$ cat src/rtl/bsg_clk_osc_tune_ctrl_pkg.sv
// Shared widths, FSM state encoding and helpers for the ring-oscillator tuning controller.
package bsg_clk_osc_tune_ctrl_pkg;

    localparam int osc_ctl_width_gp  = 2;
    localparam int osc_ds_width_gp   = 2;
    localparam int osc_code_width_gp = osc_ctl_width_gp + osc_ds_width_gp;

    typedef enum logic [3:0] {
        IDLE,
        APPLY,
        SETTLE,
        MRST,
        WINDOW,
        SAMPLE,
        DECIDE,
        LOCKED,
        FAIL
    } bsg_clk_tune_state_e;

    function automatic int max3(input int a, input int b, input int c);
        int m;
        m = (a > b) ? a : b;
        return (m > c) ? m : c;
    endfunction

endpackage

$ cat src/rtl/bsg_clk_osc_tune_ctrl_timer.sv
// Loadable down-counter; done_o is high while the count sits at zero.
module bsg_clk_tune_timer #(
    parameter int width_p = 9
) (
    input  logic               clk_i,
    input  logic               reset_n_i,
    input  logic               load_i,
    input  logic [width_p-1:0] val_i,
    output logic               done_o
);

    logic [width_p-1:0] r_cnt;

    // NOTE: sequential state uses non-blocking assignments so every flop samples pre-edge values.
    always_ff @(posedge clk_i or negedge reset_n_i) begin
        if (!reset_n_i) begin
            r_cnt <= '0;
        end else if (load_i) begin
            r_cnt <= val_i;
        end else if (r_cnt != '0) begin
            r_cnt <= r_cnt - 1'b1;
        end
    end

    assign done_o = (r_cnt == '0);

endmodule

$ cat src/rtl/bsg_clk_osc_tune_ctrl.sv
// Sweeps the oscillator code from fastest to slowest, measuring each against a target window,
// and stops at the first code whose monitor count lands inside [lo, hi].
module bsg_clk_osc_tune_ctrl
    import bsg_clk_osc_tune_ctrl_pkg::*;
#(
    parameter int osc_ctl_width_p  = osc_ctl_width_gp,
    parameter int osc_ds_width_p   = osc_ds_width_gp,
    parameter int cnt_width_p      = 16,
    parameter int settle_cycles_p  = 16,
    parameter int mon_rst_cycles_p = 4,
    parameter int window_cycles_p  = 256
) (
    input  logic                       clk_i,
    input  logic                       reset_n_i,
    input  logic                       start_i,
    input  logic [cnt_width_p-1:0]     target_i,
    input  logic [cnt_width_p-1:0]     tol_i,
    output logic [osc_ctl_width_p-1:0] osc_ctl_o,
    output logic [osc_ds_width_p-1:0]  osc_ds_o,
    output logic                       osc_trigger_o,
    output logic                       mon_reset_o,
    output logic                       mon_sample_o,
    input  logic                       mon_v_i,
    input  logic [cnt_width_p-1:0]     mon_count_i,
    output logic                       busy_o,
    output logic                       locked_o,
    output logic                       fail_o
);

    localparam int code_width_lp = osc_ctl_width_p + osc_ds_width_p;
    localparam int max_cycles_lp = max3(settle_cycles_p, mon_rst_cycles_p, window_cycles_p);
    localparam int tmr_width_lp  = $clog2(max_cycles_lp) + 1;
    localparam logic [code_width_lp-1:0] code_max_lp = '1;

    bsg_clk_tune_state_e      r_state, w_next;
    logic [code_width_lp-1:0] r_code;
    logic [cnt_width_p-1:0]   r_lo, r_hi, r_cnt;
    logic                     r_locked, r_fail;

    logic                     w_start, w_lock, w_step, w_give_up;
    logic                     w_tmr_load, w_tmr_done;
    logic [tmr_width_lp-1:0]  w_tmr_val;
    logic [cnt_width_p:0]     w_sum;
    logic [cnt_width_p-1:0]   w_lo, w_hi;
    logic                     w_in_range, w_over_hi;

    // Saturating bounds: lo floors at zero, hi clamps to all-ones on carry out.
    assign w_sum      = {1'b0, target_i} + {1'b0, tol_i};
    assign w_hi       = w_sum[cnt_width_p] ? '1 : w_sum[cnt_width_p-1:0];
    assign w_lo       = (tol_i >= target_i) ? '0 : (target_i - tol_i);
    assign w_in_range = (r_cnt >= r_lo) && (r_cnt <= r_hi);
    assign w_over_hi  = (r_cnt > r_hi);

    bsg_clk_tune_timer #(.width_p(tmr_width_lp)) u_timer (
        .clk_i    (clk_i),
        .reset_n_i(reset_n_i),
        .load_i   (w_tmr_load),
        .val_i    (w_tmr_val),
        .done_o   (w_tmr_done)
    );

    always_ff @(posedge clk_i or negedge reset_n_i) begin
        if (!reset_n_i) r_state <= IDLE;
        else            r_state <= w_next;
    end

    // The timer is loaded with N-1 on entry so each timed state lasts exactly N cycles.
    always_comb begin
        // NOTE: every output of this block gets a default first, so no path can infer a latch.
        w_next     = r_state;
        w_tmr_load = 1'b0;
        w_tmr_val  = '0;
        w_start    = 1'b0;
        w_lock     = 1'b0;
        w_step     = 1'b0;
        w_give_up  = 1'b0;
        case (r_state)
            IDLE, LOCKED, FAIL: begin
                if (start_i) begin
                    w_start = 1'b1;
                    w_next  = APPLY;
                end
            end
            APPLY: begin
                w_next     = SETTLE;
                w_tmr_load = 1'b1;
                w_tmr_val  = tmr_width_lp'(settle_cycles_p - 1);
            end
            SETTLE: if (w_tmr_done) begin
                w_next     = MRST;
                w_tmr_load = 1'b1;
                w_tmr_val  = tmr_width_lp'(mon_rst_cycles_p - 1);
            end
            MRST: if (w_tmr_done) begin
                w_next     = WINDOW;
                w_tmr_load = 1'b1;
                w_tmr_val  = tmr_width_lp'(window_cycles_p - 1);
            end
            WINDOW: if (w_tmr_done) w_next = SAMPLE;
            SAMPLE: if (mon_v_i)    w_next = DECIDE;
            DECIDE: begin
                if (w_in_range) begin
                    w_lock = 1'b1;
                    w_next = LOCKED;
                end else if (w_over_hi && (r_code != code_max_lp)) begin
                    w_step = 1'b1;
                    w_next = APPLY;
                end else begin
                    w_give_up = 1'b1;
                    w_next    = FAIL;
                end
            end
            default: w_next = IDLE;
        endcase
    end

    always_ff @(posedge clk_i or negedge reset_n_i) begin
        if (!reset_n_i) begin
            r_code   <= '0;
            r_lo     <= '0;
            r_hi     <= '0;
            r_cnt    <= '0;
            r_locked <= 1'b0;
            r_fail   <= 1'b0;
        end else begin
            if (w_start) begin
                r_code   <= '0;
                r_lo     <= w_lo;
                r_hi     <= w_hi;
                r_locked <= 1'b0;
                r_fail   <= 1'b0;
            end
            if (w_step)    r_code   <= r_code + 1'b1;
            if (w_lock)    r_locked <= 1'b1;
            if (w_give_up) r_fail   <= 1'b1;
            if ((r_state == SAMPLE) && mon_v_i) r_cnt <= mon_count_i;
        end
    end

    assign osc_ctl_o     = r_code[osc_ctl_width_p-1:0];
    assign osc_ds_o      = r_code[code_width_lp-1:osc_ctl_width_p];
    assign osc_trigger_o = (r_state == APPLY);
    assign mon_reset_o   = (r_state == MRST);
    assign mon_sample_o  = (r_state == SAMPLE);
    assign busy_o        = r_state inside {APPLY, SETTLE, MRST, WINDOW, SAMPLE, DECIDE};
    assign locked_o      = r_locked;
    assign fail_o        = r_fail;

endmodule

$ cat config.mk
export PLATFORM = sky130hd
export DESIGN_NAME = bsg_clk_osc_tune_ctrl
export DESIGN_NICKNAME = d
export VERILOG_FILES = /design/src/rtl/bsg_clk_osc_tune_ctrl_pkg.sv /design/src/rtl/bsg_clk_osc_tune_ctrl_timer.sv /design/src/rtl/bsg_clk_osc_tune_ctrl.sv
export SDC_FILE = /design/constraint.sdc
export NUM_CORES = 1
export LEC_CHECK = 0
export ABC_AREA = 1
export CAP_MARGIN = 15
export CORE_MARGIN = 8
export CORE_UTILIZATION = 25
export CTS_BUF_LIST = sky130_fd_sc_hd__clkbuf_8 sky130_fd_sc_hd__clkbuf_16
export DETAILED_ROUTE_END_ITERATION = 7
export PLACE_DENSITY = 0.51
export SETUP_SLACK_MARGIN = 0.15
export SLEW_MARGIN = 20
export SYNTH_ARGS = -nofsm -noshare
export SYNTH_HDL_FRONTEND = slang
export SYNTH_HIERARCHICAL = 1
export SYNTH_SLANG_ARGS = --single-unit
$ cat constraint.sdc
create_clock -name clk_i -period 2.3 [get_ports clk_i]
set_input_delay 0.46 -clock clk_i [delete_from_list [all_inputs] [get_ports clk_i]]
set_output_delay 0.46 -clock clk_i [all_outputs]
set_load 0.005 [all_outputs]
==> results of run 1 <==
[power groups by stage]
stage	Combinational, mW	Clock [mW]	Sequential [mW]
after detailed placement	3.90	0	2.11
after CTS	4.07	1.47	2.10
after global routing	4.80	1.51	2.18
after floorplan	2.74	0	1.96
after global placement	3.85	0	2.10
final	4.18	1.43	2.10
[registers in the layout, indices dropped and copies added, names as in the netlist]
signal and cells:
fail_o 1, locked_o 1, r_cnt 16, r_code 4, r_hi 16, r_lo 16
r_state 4, u_timer/r_cnt 9
[layer usage]
metal  vias up  track usage
met5         -            0
met4         0       0.0379
met3        22       0.0240
met2        88        0.185
met1      2453        0.154
li1       2811            -
[cells in the mapped netlist, types with 9 or more instances]
cell / instances
o21ai_0: 35
dfrtp_1: 67
buf_2: 10
nor3_1: 9
nand4_1: 9
nand3_1: 54
ha_1: 66
inv_1: 120
xor2_1: 17
mux2_2: 15
a21oi_1: 49
nand2_1: 165
nor2_1: 74
[stage by stage]
stage | util | hold slack, ns | power [mW] | setup slack (ns)
finish | 0.370 | 0.138 | 7.70 | 0.186
detailed placement | 0.325 | 0.472 | 6.01 | -0.443
floorplan | - | 0.164 | 4.71 | 0.268
CTS | 0.354 | 0.160 | 7.63 | 0.128
global route | 0.370 | 0.173 | 8.48 | 0.0913
global placement | 0.325 | 0.468 | 5.95 | -0.440
[area by class of cell]
class                           count  area (µm²)  share of cell area
Sequential cell                    67        1680               0.203
Inverter                          127         487              0.0588
Multi-Input combinational cell    553        3790               0.458
Clock buffer                       12         267              0.0322
Tap cell                          285         357              0.0431
Timing Repair Buffer              180        1640               0.199
Clock inverter                      4        48.8             0.00590
[critical path, cell delays in order, from the launching register on]
cell and delay (ns):
dfrtp_2 0.46, nand2_1 0.11, inv_1 0.07, o21ai_2 0.16, clkdlybuf4s50_1 0.53
[cell usage in the layout, fill, tap and decap left out, drive strengths merged]
master         count
a21o               2
a21oi             51
and2               1
and3               1
buf              119
bufinv             1
clkbuf            13
clkdlybuf4s15      1
clkdlybuf4s50     34
clkinvlp           2
conb               1
dfrtp             67
dlygate4sd2        7
dlymetal6s2s      18
fa                 2
ha                66
inv              128
mux2              15
nand2            169
nand3             57
nand3b             1
nand4              9
nor2              77
nor3              11
nor3b              1
nor4               1
o21ai             47
o21bai             5
o22ai             12
or2                3
xnor2              4
xor2              17
[cell families (layout without fill, tap and decap cells)]
family | after synthesis | in the layout | synth area share
simple gates | 331 | 331 | 0.259
buf+inv | 146 | 323 | 0.106
compound gates | 117 | 117 | 0.119
fa+ha+maj | 68 | 68 | 0.154
flops | 67 | 67 | 0.299
xor+xnor | 21 | 21 | 0.0328
mux | 15 | 15 | 0.0301
other cells | 1 | 1 | 0.000668
[worst paths after layout]
check,from,end,slack [ns],depth (start not counted)
setup reg to reg,r_state[3],r_hi[12],0.34,10
hold reg to reg,r_lo[15],r_lo[15],0.48,2
hold / removal,reset_n_i,r_code[3],0.14,2
max in group asynchronous,reset_n_i,r_state[1],1.86,2
min in group clk_i,r_lo[15],r_lo[15],0.48,2
setup / recovery,r_state[1],busy_o,0.19,4
[repair_timing]
action | CTS | global route
setup buffers | 8 | 8
pin swaps | 17 | 39
endpoints found under the setup margin | 35 | 41
cloned | 1 | 1
resized for setup | 66 | 88
==> flow_summary.json, run 1 <==
{
  "outcome": "complete, no violations",
  "route.detailed.drc": 0,
  "cts_root_buf": "clkbuf_16",
  "die_h_um": 166,
  "num_vias": 5374,
  "ys_ff_latch": 67,
  "synth_area_leaders": "dfrtp_1, ha_1, nand2_1, inv_1, nor2_1",
  "n_antenna_cell": 0,
  "final_cells": 1228,
  "comb_power_share": 0.543,
  "synth_nets": 886,
  "min_period_over_period": 0.919,
  "wl_met3_um": 583,
  "vias_per_cell": 4.38,
  "hpwl_um": 12900,
  "grt_start_max_net_pins": 68,
  "grt_pass1_wl_um": 26300,
  "ys_seq_area_frac": 0.299,
  "rsz0062_at_grt": "yes",
  "arrival_ns": 1.65,
  "seqPwrFrac": 0.272,
  "clock_power_share": 0.185,
  "maxCapViolations": 0,
  "switching_share": 0.411,
  "synth_flop_cell": "dfrtp_1",
  "met1_length_um": 7820,
  "synthArstFlopShare": 1.00,
  "min_period_ns": 2.11,
  "wire_per_inst_um": 13.0,
  "layout-drive-gt1-share": 0.296,
  "synthToLayoutAreaGrowth_pct": 47.5,
  "fin_skew_ns": 0.00548,
  "required_ns": 1.84,
  "place_area_mm2": 0.00726,
  "cp-end-kind": "output pin",
  "grt-ovfl-total": 0,
  "final_nets": 1058,
  "place.port_buffers": 61,
  "place_inst": 1194,
  "grt_pass1_vias": 5356,
  "hold_viol_final": 0,
  "netlist.top_cell.by_area": "dfrtp_1",
  "max_freq_mhz": 473,
  "clock-sinks": 67,
  "synth_top_area_share": 0.299,
  "p_switching_mw": 3.16,
  "grt_usage": 0.116,
  "cts_buffers": 9,
  "io_pins": 62,
  "n_fill_cell": 2346,
  "cts_tree": "yes",
  "ir_worst_vdd_mv": 0.367,
  "p_per_area_mw_per_mm2": 931,
  "clkTransAtPathRegs_ns": 0.06,
  "route.final.wire_length_um": 15900,
  "cp-start-kind": "flop",
  "setup_tns_ns": 0,
  "ant_nets": 0,
  "stdcell_area_mm2": 0.00827,
  "clk-insertion-delay-late_ns": 0.33,
  "syn_avg_cell_area_um2": 7.32,
  "leakage_nw": 4.26,
  "ys_warn_count": 6,
  "setup_violations": 0,
  "slew_violations": 0,
  "htreeDepth": 3,
  "dieArea_mm2": 0.0275,
  "cts_buffer_depth": 2,
  "p_int_mw": 4.54,
  "cts_hold_buffers": 0,
  "drtIter0Drc": 167,
  "die_w_um": 166,
  "row_count": 55,
  "initial_core_util": 0.251,
  "synth_edf_count": 0,
  "hold_path.class": "in2async",
  "coreArea_mm2": 0.0224,
  "synthDistinctLibCells": 41,
  "crit_path_max_fanout": 8,
  "dr.max_layer_used": "met4",
  "worstSetupPathType": "reg2out",
  "synthCells": 766,
  "syn_area_mm2": 0.00561,
  "met2_length_um": 7170,
  "gp_congestion": 0.906,
  "drt_pass1_iterations": 5,
  "grt_antenna_before_repair": 0
}
Power figures use the tool's default switching activity.
==> run 2: changes to the inputs <==
--- a/config.mk
+++ b/config.mk
@@ -10,6 +10,7 @@
 export CORE_MARGIN = 8
 export CORE_UTILIZATION = 25
 export CTS_BUF_LIST = sky130_fd_sc_hd__clkbuf_8 sky130_fd_sc_hd__clkbuf_16
+export CTS_CLUSTER_SIZE = 14
 export DETAILED_ROUTE_END_ITERATION = 7
 export PLACE_DENSITY = 0.51
 export SETUP_SLACK_MARGIN = 0.15
==> results of run 2 <==
The final DEF is identical to that of run 1; final timing and power are the same.
==> run 3: changes to the inputs <==
--- a/config.mk
+++ b/config.mk
@@ -8,11 +8,11 @@
 export ABC_AREA = 1
 export CAP_MARGIN = 15
 export CORE_MARGIN = 8
-export CORE_UTILIZATION = 25
-export CTS_BUF_LIST = sky130_fd_sc_hd__clkbuf_8 sky130_fd_sc_hd__clkbuf_16
+export CORE_UTILIZATION = 55
+export CTS_BUF_LIST = sky130_fd_sc_hd__clkbuf_8
 export CTS_CLUSTER_SIZE = 14
 export DETAILED_ROUTE_END_ITERATION = 7
-export PLACE_DENSITY = 0.51
+export PLACE_DENSITY = 0.87
 export SETUP_SLACK_MARGIN = 0.15
 export SLEW_MARGIN = 20
 export SYNTH_ARGS = -nofsm -noshare
==> run 3 against run 2 <==
Effect of this change: the flow now finishes with violations (design-rule violations); via count increased by 6.9%; clock power shrank 21%; sequential cell count is the same; largest cell class unchanged; highest routed layer unchanged.
==> flow_summary.json, run 3 (synthesis gave the netlist of run 1 again) <==
{
  "ant_nets": 0,
  "drt_pass1_iterations": 7,
  "clk-insertion-delay-late_ns": 0.34,
  "initial_core_util": 0.556,
  "dieArea_mm2": 0.0137,
  "cts_tree": "yes",
  "grt-ovfl-total": 0,
  "crit_path_max_fanout": 5,
  "r2r_slack_ns": 0.29,
  "maxCapViolations": 0,
  "slew_violations": 0,
  "min_period_over_period": 0.951,
  "ir_worst_vdd_mv": 0.507,
  "htreeDepth": 3,
  "top_regs": "r_cnt: 16 flops, r_hi: 16 flops, r_lo: 16 flops",
  "outcome": "complete, but fails checks",
  "total_power_mw": 7.51,
  "fin_skew_ns": 0.00944,
  "grt_usage": 0.232,
  "hpwl_um": 11700,
  "tightest_slew_ns": 0.510,
  "max_freq_mhz": 457,
  "cts_buffer_depth": 2,
  "hold_viol_final": 0,
  "cp-end-kind": "flop",
  "n_antenna_cell": 0,
  "clkTransAtPathRegs_ns": 0.07,
  "route.final.wire_length_um": 16200,
  "leakage_nw": 4.00,
  "grt_antenna_before_repair": 0,
  "place.port_buffers": 61,
  "grt_start_max_net_pins": 68,
  "gp_congestion": 0.983,
  "regArea_mm2": 0.00168,
  "arrival_ns": 2.41,
  "rsz0062_at_grt": "yes",
  "n_fill_cell": 709,
  "route.detailed.drc": 1,
  "violations": "design-rule violations",
  "min_period_ns": 2.19,
  "num_vias": 5745,
  "row_count": 37,
  "coreArea_mm2": 0.0101,
  "mostFrequentLayoutCell": "nand2_1",
  "io_pins": 62,
  "layout_common_cells": "nand2_1, inv_1, buf_4, nor2_1, dfrtp_1",
  "grt_pass1_wl_um": 25200,
  "worstSetupPathType": "in2reg",
  "layout-drive-gt1-share": 0.257,
  "cts_root_buf": "clkbuf_8",
  "die_w_um": 117,
  "p_per_area_mw_per_mm2": 975,
  "hold_path.class": "in2async",
  "setup_tns_ns": 0,
  "vias_per_cell": 5.44,
  "multi_input_area_mm2": 0.00376,
  "die_h_um": 117,
  "cts_buffers": 9,
  "required_ns": 2.53,
  "grt_pass1_vias": 5707,
  "clock-sinks": 67,
  "drtIter0Drc": 407,
  "cp-start-kind": "input port",
  "final_nets": 1035,
  "max_slew_margin": 0.657,
  "setup_violations": 0,
  "wire_per_inst_um": 15.4,
  "synthToLayoutAreaGrowth_pct": 37.3
}
-- run 3: cell count changes in the layout (fill, tap and decap cells not counted), sizes merged, moves of 2 or more --
cell	previous run	this run
buf	119	96
clkbuf	13	11
dlygate4sd2	7	3
clkdlybuf4s50	34	49
dlymetal6s2s	18	8
-- run 3: cell type report --
class / count / share of cell area
flip-flops and latches: 67 / 0.218
inverters: 127 / 0.0622
clock inverters: 5 / 0.00991
clock buffers: 11 / 0.0197
repair buffers: 156 / 0.180
multi-input cells: 554 / 0.488
well taps: 136 / 0.0221
-- run 3: what timing repair did --
item	in CTS	in global routing
resized for setup	40	78
pin swaps	11	17
setup buffers	3	9
hold buffers	0	0
cloned	1	0
setup endpoints to repair	35	50
-- run 3: final timing paths --
path / startpoint / endpoint / depth (start not counted)
max in group asynchronous: reset_n_i / r_state[0] / 2
min in group clk_i: r_lo[15] / r_lo[15] / 2
worst min register to register: r_lo[15] / r_lo[15] / 2
worst max-delay path: tol_i[7] / r_lo[14] / 10
worst min-delay path: reset_n_i / fail_o / 2
worst max register to register: u_timer/r_cnt[0] / u_timer/r_cnt[0] / 13
-- run 3: critical path, stage by stage --
cell and delay [ns]:
clkdlybuf4s50_1 0.49, inv_1 0.07, ha_4 0.24, a21oi_1 0.27
o21ai_0 0.21, a21oi_1 0.23, o21ai_1 0.14, xor2_1 0.16
nand2_1 0.07, o21ai_0 0.08
-- run 3: stage by stage --
stage / area, µm² / hold slack [ns] / worst slack [ns] / util / std cells
3_3_place_gp: 6920 / 0.466 / -0.362 / 0.685 / 1027
6_report: 7700 / 0.120 / 0.114 / 0.763 / 1056
4_1_cts: 7300 / 0.129 / 0.153 / 0.723 / 1047
3_5_place_dp: 6920 / 0.469 / -0.500 / 0.685 / 1027
2_1_floorplan: 5610 / 0.164 / 0.268 / - / 766
5_1_grt: 7700 / 0.139 / 0.0373 / 0.763 / 1056
-- run 3: power breakdown --
group | switching, mW | internal [mW] | leakage, nW | total [mW]
sequential | 0.411 | 1.70 | 0.820 | 2.11
combinational | 2.42 | 1.85 | 3.06 | 4.28
clock | 0.462 | 0.664 | 0.117 | 1.13
-- run 3: per-layer routing --
metal  global-route usage  routed length [µm]  vias to the layer above
met4                0.110                 741                        0
met3               0.0400                 845                       73
li1                     -                   -                     2772
met1                0.270                6560                     2664
met5                    0                   0                        -
met2                0.405                8080                      236
